<file path="src/rtl/pad_array_reader.sv">
// pad_array_reader: polls CHANNELS serial NES/SNES pads over a shared latch/clock pair
module pad_array_reader #(
    parameter int BOARD    = 50_000_000,
    parameter int SAMPLE   = 1000,
    parameter int LATCH    = 12,
    parameter int CLK      = 6,
    parameter int CHANNELS = 2,
    parameter int BITS     = 8
) (
    input  logic                     clk,
    input  logic                     reset,
    input  logic                     enable,
    input  logic                     poll_req,
    output logic                     pad_latch,
    output logic                     pad_clk,
    input  logic [CHANNELS-1:0]      pad_data,
    output logic [CHANNELS*BITS-1:0] buttons,
    output logic [CHANNELS*BITS-1:0] pressed,
    output logic [CHANNELS*BITS-1:0] released,
    output logic [CHANNELS-1:0]      present,
    output logic                     ready
);
    localparam int SAMPLE_TICKS = BOARD / SAMPLE;
    localparam int LATCH_TICKS  = (BOARD / 1_000_000) * LATCH;
    localparam int HALF_TICKS   = ((BOARD / 1_000_000) * CLK) / 2;
    localparam int TMAX         = LATCH_TICKS > HALF_TICKS ? LATCH_TICKS : HALF_TICKS;
    localparam int PW           = $clog2(SAMPLE_TICKS + 1);
    localparam int TW           = $clog2(TMAX + 1);
    localparam int IW           = $clog2(BITS + 1);

    typedef enum logic [2:0] {
        S_IDLE, S_LATCH, S_SETTLE, S_SAMPLE, S_CLK_HI, S_CLK_LO, S_DONE
    } state_t;

    state_t                        state, state_n;
    logic [PW-1:0]                 period;
    logic [TW-1:0]                 tmr;
    logic [IW-1:0]                 idx;
    logic                          pending, wrap, half_done;
    logic [CHANNELS-1:0]           sync1, sync2, det;
    logic [CHANNELS-1:0][BITS:0]   shift;
    logic [CHANNELS*BITS-1:0]      new_btn;

    assign wrap      = enable && period == PW'(SAMPLE_TICKS - 1);
    assign half_done = tmr == TW'(HALF_TICKS - 1);

    always_ff @(posedge clk or negedge reset) begin
        if (!reset) begin
            period  <= '0;
            pending <= 1'b0;
        end else begin
            period  <= (poll_req || !enable || wrap) ? '0 : period + 1'b1;
            pending <= poll_req | wrap | (pending & (state != S_IDLE));
        end
    end

    always_ff @(posedge clk or negedge reset) begin
        if (!reset) begin
            state <= S_IDLE;
            tmr   <= '0;
        end else begin
            state <= state_n;
            tmr   <= (state_n != state) ? '0 : tmr + 1'b1;
        end
    end

    always_comb begin
        state_n = state;
        case (state)
            S_IDLE:   state_n = pending ? S_LATCH : S_IDLE;
            S_LATCH:  state_n = tmr == TW'(LATCH_TICKS - 1) ? S_SETTLE : S_LATCH;
            S_SETTLE: state_n = half_done ? S_SAMPLE : S_SETTLE;
            S_SAMPLE: state_n = idx == IW'(BITS) ? S_DONE : S_CLK_HI;
            S_CLK_HI: state_n = half_done ? S_CLK_LO : S_CLK_HI;
            S_CLK_LO: state_n = half_done ? S_SAMPLE : S_CLK_LO;
            default:  state_n = S_IDLE;
        endcase
    end

    always_comb begin
        pad_latch = state == S_LATCH;
        pad_clk   = state == S_CLK_HI;
    end

    // The trailing sample is the presence bit; stored inverted, so 1 means the line read ground
    for (genvar c = 0; c < CHANNELS; c++) begin : g_ch
        assign det[c]                  = shift[c][BITS];
        assign new_btn[c*BITS +: BITS] = det[c] ? shift[c][BITS-1:0] : '0;
    end

    always_ff @(posedge clk or negedge reset) begin
        if (!reset) begin
            sync1    <= '0;
            sync2    <= '0;
            idx      <= '0;
            shift    <= '0;
            buttons  <= '0;
            pressed  <= '0;
            released <= '0;
            present  <= '0;
            ready    <= 1'b0;
        end else begin
            sync1    <= pad_data;
            sync2    <= sync1;
            idx      <= state == S_LATCH ? '0 :
                        (state == S_CLK_LO && half_done) ? idx + 1'b1 : idx;
            if (state == S_SAMPLE)
                for (int c = 0; c < CHANNELS; c++) shift[c][idx] <= ~sync2[c];
            ready    <= state == S_DONE;
            pressed  <= state == S_DONE ? new_btn & ~buttons : '0;
            released <= state == S_DONE ? buttons & ~new_btn : '0;
            if (state == S_DONE) begin
                buttons <= new_btn;
                present <= det;
            end
        end
    end
endmodule

</file>
<file path="config.mk">
export PLATFORM = sky130hd
export DESIGN_NAME = pad_array_reader
export DESIGN_NICKNAME = d
export VERILOG_FILES = /design/src/rtl/pad_array_reader.sv
export SDC_FILE = /design/constraint.sdc
export NUM_CORES = 1
export LEC_CHECK = 0
export ABC_AREA = 1
export ABC_CLOCK_PERIOD_IN_PS = 3980
export BUFFER_PORTS_ARGS = -buffer_cell sky130_fd_sc_hd__buf_2
export CAP_MARGIN = 20
export CORE_UTILIZATION = 60
export DETAILED_ROUTE_END_ITERATION = 10
export GPL_TIMING_DRIVEN = 0
export PLACE_DENSITY = 0.84
export SLEW_MARGIN = 20
export SYNTH_ARGS = -nofsm -noshare
export SYNTH_HDL_FRONTEND = slang
export SYNTH_SLANG_ARGS = --single-unit
export TNS_END_PERCENT = 5
</file>
<file path="constraint.sdc">
create_clock -name clk -period 3.98 [get_ports clk]
set_input_delay 0.199 -clock clk [delete_from_list [all_inputs] [get_ports clk]]
set_output_delay 0.199 -clock clk [all_outputs]
set_load 0.05 [all_outputs]
</file>
==> metrics list <==
- After clock tree synthesis, the repair step resized 0 gates.
* Post-detailed-routing wire length: 8233 um
* Largest net degree at the start of global routing: 57
- Number of flops mapped to enable cells by yosys: 0
* Number of CTS-inserted buffers: 9
* Routed length on met2: 4163 um
* P_leak: between 2 and 2.5 nW
- On the final layout, the worst hold slack is about 0.047 ns.
- DR WL met3: 348 um
- Util after Layout: between 70% and 80%
- Antenna cell count: 0
* Combinational share of power: 1.9%
- Once detail routing completed, the nets flagged for antenna violations numbered 0.
* Category of the worst setup path launch point: register
* Part of the power in registers: 60.3%
* Post-synthesis instance area: 4446 um^2
- The share of total power dissipated in the clock network is 37.8%.
- For this run, the total global-route usage over all layers was measured as 23.08%.
* Final Power: 1.810 mW
- Uppermost layer routed: met4
* Critical path arrival: 1.57 ns
* Level count of the clock H-tree: 3
* P_sw: slightly above 0.4 mW
- The flow ran to the end, and the final reports show no timing, DRC or antenna violations.
* Floorplan die area: 7757 um^2
- Flop and latch count out of synthesis: between 100 and 150
* Clock tree sinks: between 100 and 150
* Average cell area after synthesis: 9.540 um^2
* Reg clk slew, reported paths: 0.10 ns
* Vias in the first global route: 3178
* Number of standard cells in the layout, taps in and fillers out: 643
- Clock latency at the later pin of the worst-skew pair: between 0.3 and 0.4 ns
- The Yosys step of the flow raised 0 warnings.
- Number of distinct library cells after synthesis: 29
* Switching share of power: 22.61%
- In this run the power density over the cells is between 300 and 400 nW/um^2.
- Setup TNS Final: 0 ns
- Placement Setup Slack: 2.288 ns
- Cell taking the most area after synthesis: sky130_fd_sc_hd__dfrtp_1
* Global route overflow: 0
- The worst setup path is captured at an output port.
- The number of hold buffers added after CTS was 3.
- Detailed routing inserted a total of 3410 vias.
- The setup path with the least slack is of type register to output port.
* Sequential share of the synthesized area: 60.23%
* Slack of the critical path: 2.209 ns
- Most repeated cell in the gate-level netlist after synthesis: sky130_fd_sc_hd__dfrtp_1
* Number of port buffers: 58
- In this run the cell area measured after placement is between 4000 and 5000 um^2.
- Class of the tightest hold or removal check: input port to register
* Clock tree from TritonCTS: yes
- The number of antenna violations at the first check in global routing came to 0.
* Final period util: roughly 45%
- Clock skew on the completed layout was measured at 0.01304 ns.
* Initial Util: just over 60%
* Synthesized net count: 479
* Most frequently used flop master after synthesis: sky130_fd_sc_hd__dfrtp_1
* Root Buffer: sky130_fd_sc_hd__clkbuf_8
- In the synthesized netlist, the cells that appear most often are sky130_fd_sc_hd__dfrtp_1 (107), sky130_fd_sc_hd__nand2_1 (73), sky130_fd_sc_hd__inv_1 (64), sky130_fd_sc_hd__nor2_1 (59), sky130_fd_sc_hd__o21ai_0 (26).
* Period minus WS final: roughly 1.8 ns
- Share of post-route cells with drive strength above 1: around 17%
- At the worst endpoint, the required time is 3.78 ns.
- In this run the worst path has a maximum fanout of 5.
- Setup violations remaining at the end of the flow were counted as 0.
* Worst IR drop on VDD: 0.0002014 V
- The final hold violation count was 0.
* DRT Pass-1 Iters: 4
* Die Span Y: 88.08 um
- Core Box Area: 7214 um^2
- Max-cap violations: 0
- Finished layout cell area: 5135 um^2
- At the pin with the least slew margin, the transition time is between 0.5 and 0.6 ns.
- Wire length of the first global-routing pass: around 14000 um
- Cell types with the largest area share after synthesis: sky130_fd_sc_hd__dfrtp_1 (60%), sky130_fd_sc_hd__nand2_1 (6.2%), sky130_fd_sc_hd__inv_1 (5.4%)
- The net count of the finished layout is 552.
* Area share of the largest cell type after synthesis: 60.23%
* DRC errors left: 0
* Final slew viol count: 0
* Inst Count DP: 624
* Power Internal: about 1.4 mW
* Vias per std cell: 5.303
- 1st-iter DRT viols: between 200 and 300
- After legalization and detailed placement, the total HPWL measured 5791 um.
- Ys async rst share: 100.0%
* Metal-1 WL: 3616 um
* Synthesized netlist cell count: 466
- Final weighted congestion in routability-driven placement: 0.9280
* Number of placed I/O pins: 59
- Relative to the synthesized area, the layout overhead comes to 15.51%.
- The clock passes through at most 2 buffers.
- Setup repair after global routing missed its margin: false
- Max_slew headroom: 64.96%
- Maximum frequency from static timing analysis: 0.5645 GHz
* Cell Rows: 31
- Average wire per standard cell: 12.80 um
- Postcts setup bufs: 0
- In this run the horizontal extent of the chip is about 88 um.
cell type report:
class / count / area (um^2)
Buffer: 8 / 40.04
Clock buffer: 9 / 123.9
Clock inverter: 7 / 87.58
Fill cell: 547 / 2079
Inverter: 67 / 251.5
Multi-Input combinational cell: 284 / 1476
Sequential cell: 107 / 2678
Tap cell: 99 / 123.9
Timing Repair Buffer: 62 / 354.1
logic make-up (layout without fill, tap and decap cells):
kind of cell	after synthesis	after routing	synth area share (%)
AO/OA/AOI/OAI	62	62	8.444
AND/OR/NAND/NOR	198	198	19.45
buffers and inverters	75	153	6.558
flip-flops	107	107	60.23
XOR/XNOR	17	17	3.349
adder cells (fa/ha/maj)	7	7	1.970
path summary, 6_finish.rpt:
kind	startpoint	end	slack, ns	cells after the start
max	state[1]	pad_latch	2.21	4
min	poll_req	pending	0.05	2
max reg2reg	state[0]	buttons[7]	2.27	4
min reg2reg	sync1[0]	sync2[0]	0.36	0
max in group asynchronous	reset	period[9]	3.03	3
min in group asynchronous	reset	released[3]	0.33	2
power groups by stage:
stage               combinational, mW  clock [mW]  sequential [mW]
CTS                            0.0356       0.700             1.09
floorplan                     0.00462           0             1.11
detailed placement             0.0332           0             1.11
global placement               0.0284           0             1.11
finish                         0.0337       0.684             1.09
global route                   0.0395       0.747             1.09
worst max-delay path, stage by stage (launching register included):
cell                      delay [ns]
sky130_fd_sc_hd__dfrtp_1        0.46
sky130_fd_sc_hd__inv_2          0.14
sky130_fd_sc_hd__nand2_1        0.11
sky130_fd_sc_hd__nor2_1         0.20
sky130_fd_sc_hd__buf_2          0.30
sequential cells by signal, summed over array words and instances (netlist names), 3 cells and up:
name and count:
state 3, pressed 16, idx 4, buttons 16, period 16, shift 16
released 16, tmr 10
layer usage:
metal  up-vias  track usage (%)
met5         -                0
met4         0            8.651
met3        12            3.959
met2        97            39.46
met1      1632            29.65
li1       1669                -
cells in the final DEF, fill, tap and decap left out, drive strengths merged:
cell         count
a211oi          15
a21oi            3
and3             1
buf             66
bufinv           1
clkbuf          10
clkinv           3
clkinvlp         1
dfrtp          107
dlygate4sd3      3
ha               7
inv             69
nand2           77
nand3           25
nand3b           2
nand4            7
nor2            59
nor3            25
nor4             1
o21ai           26
o21bai           1
o22ai           15
o311ai           1
o31ai            1
or2              1
xnor2            5
xor2            12
(Power assumes the default switching activity.)
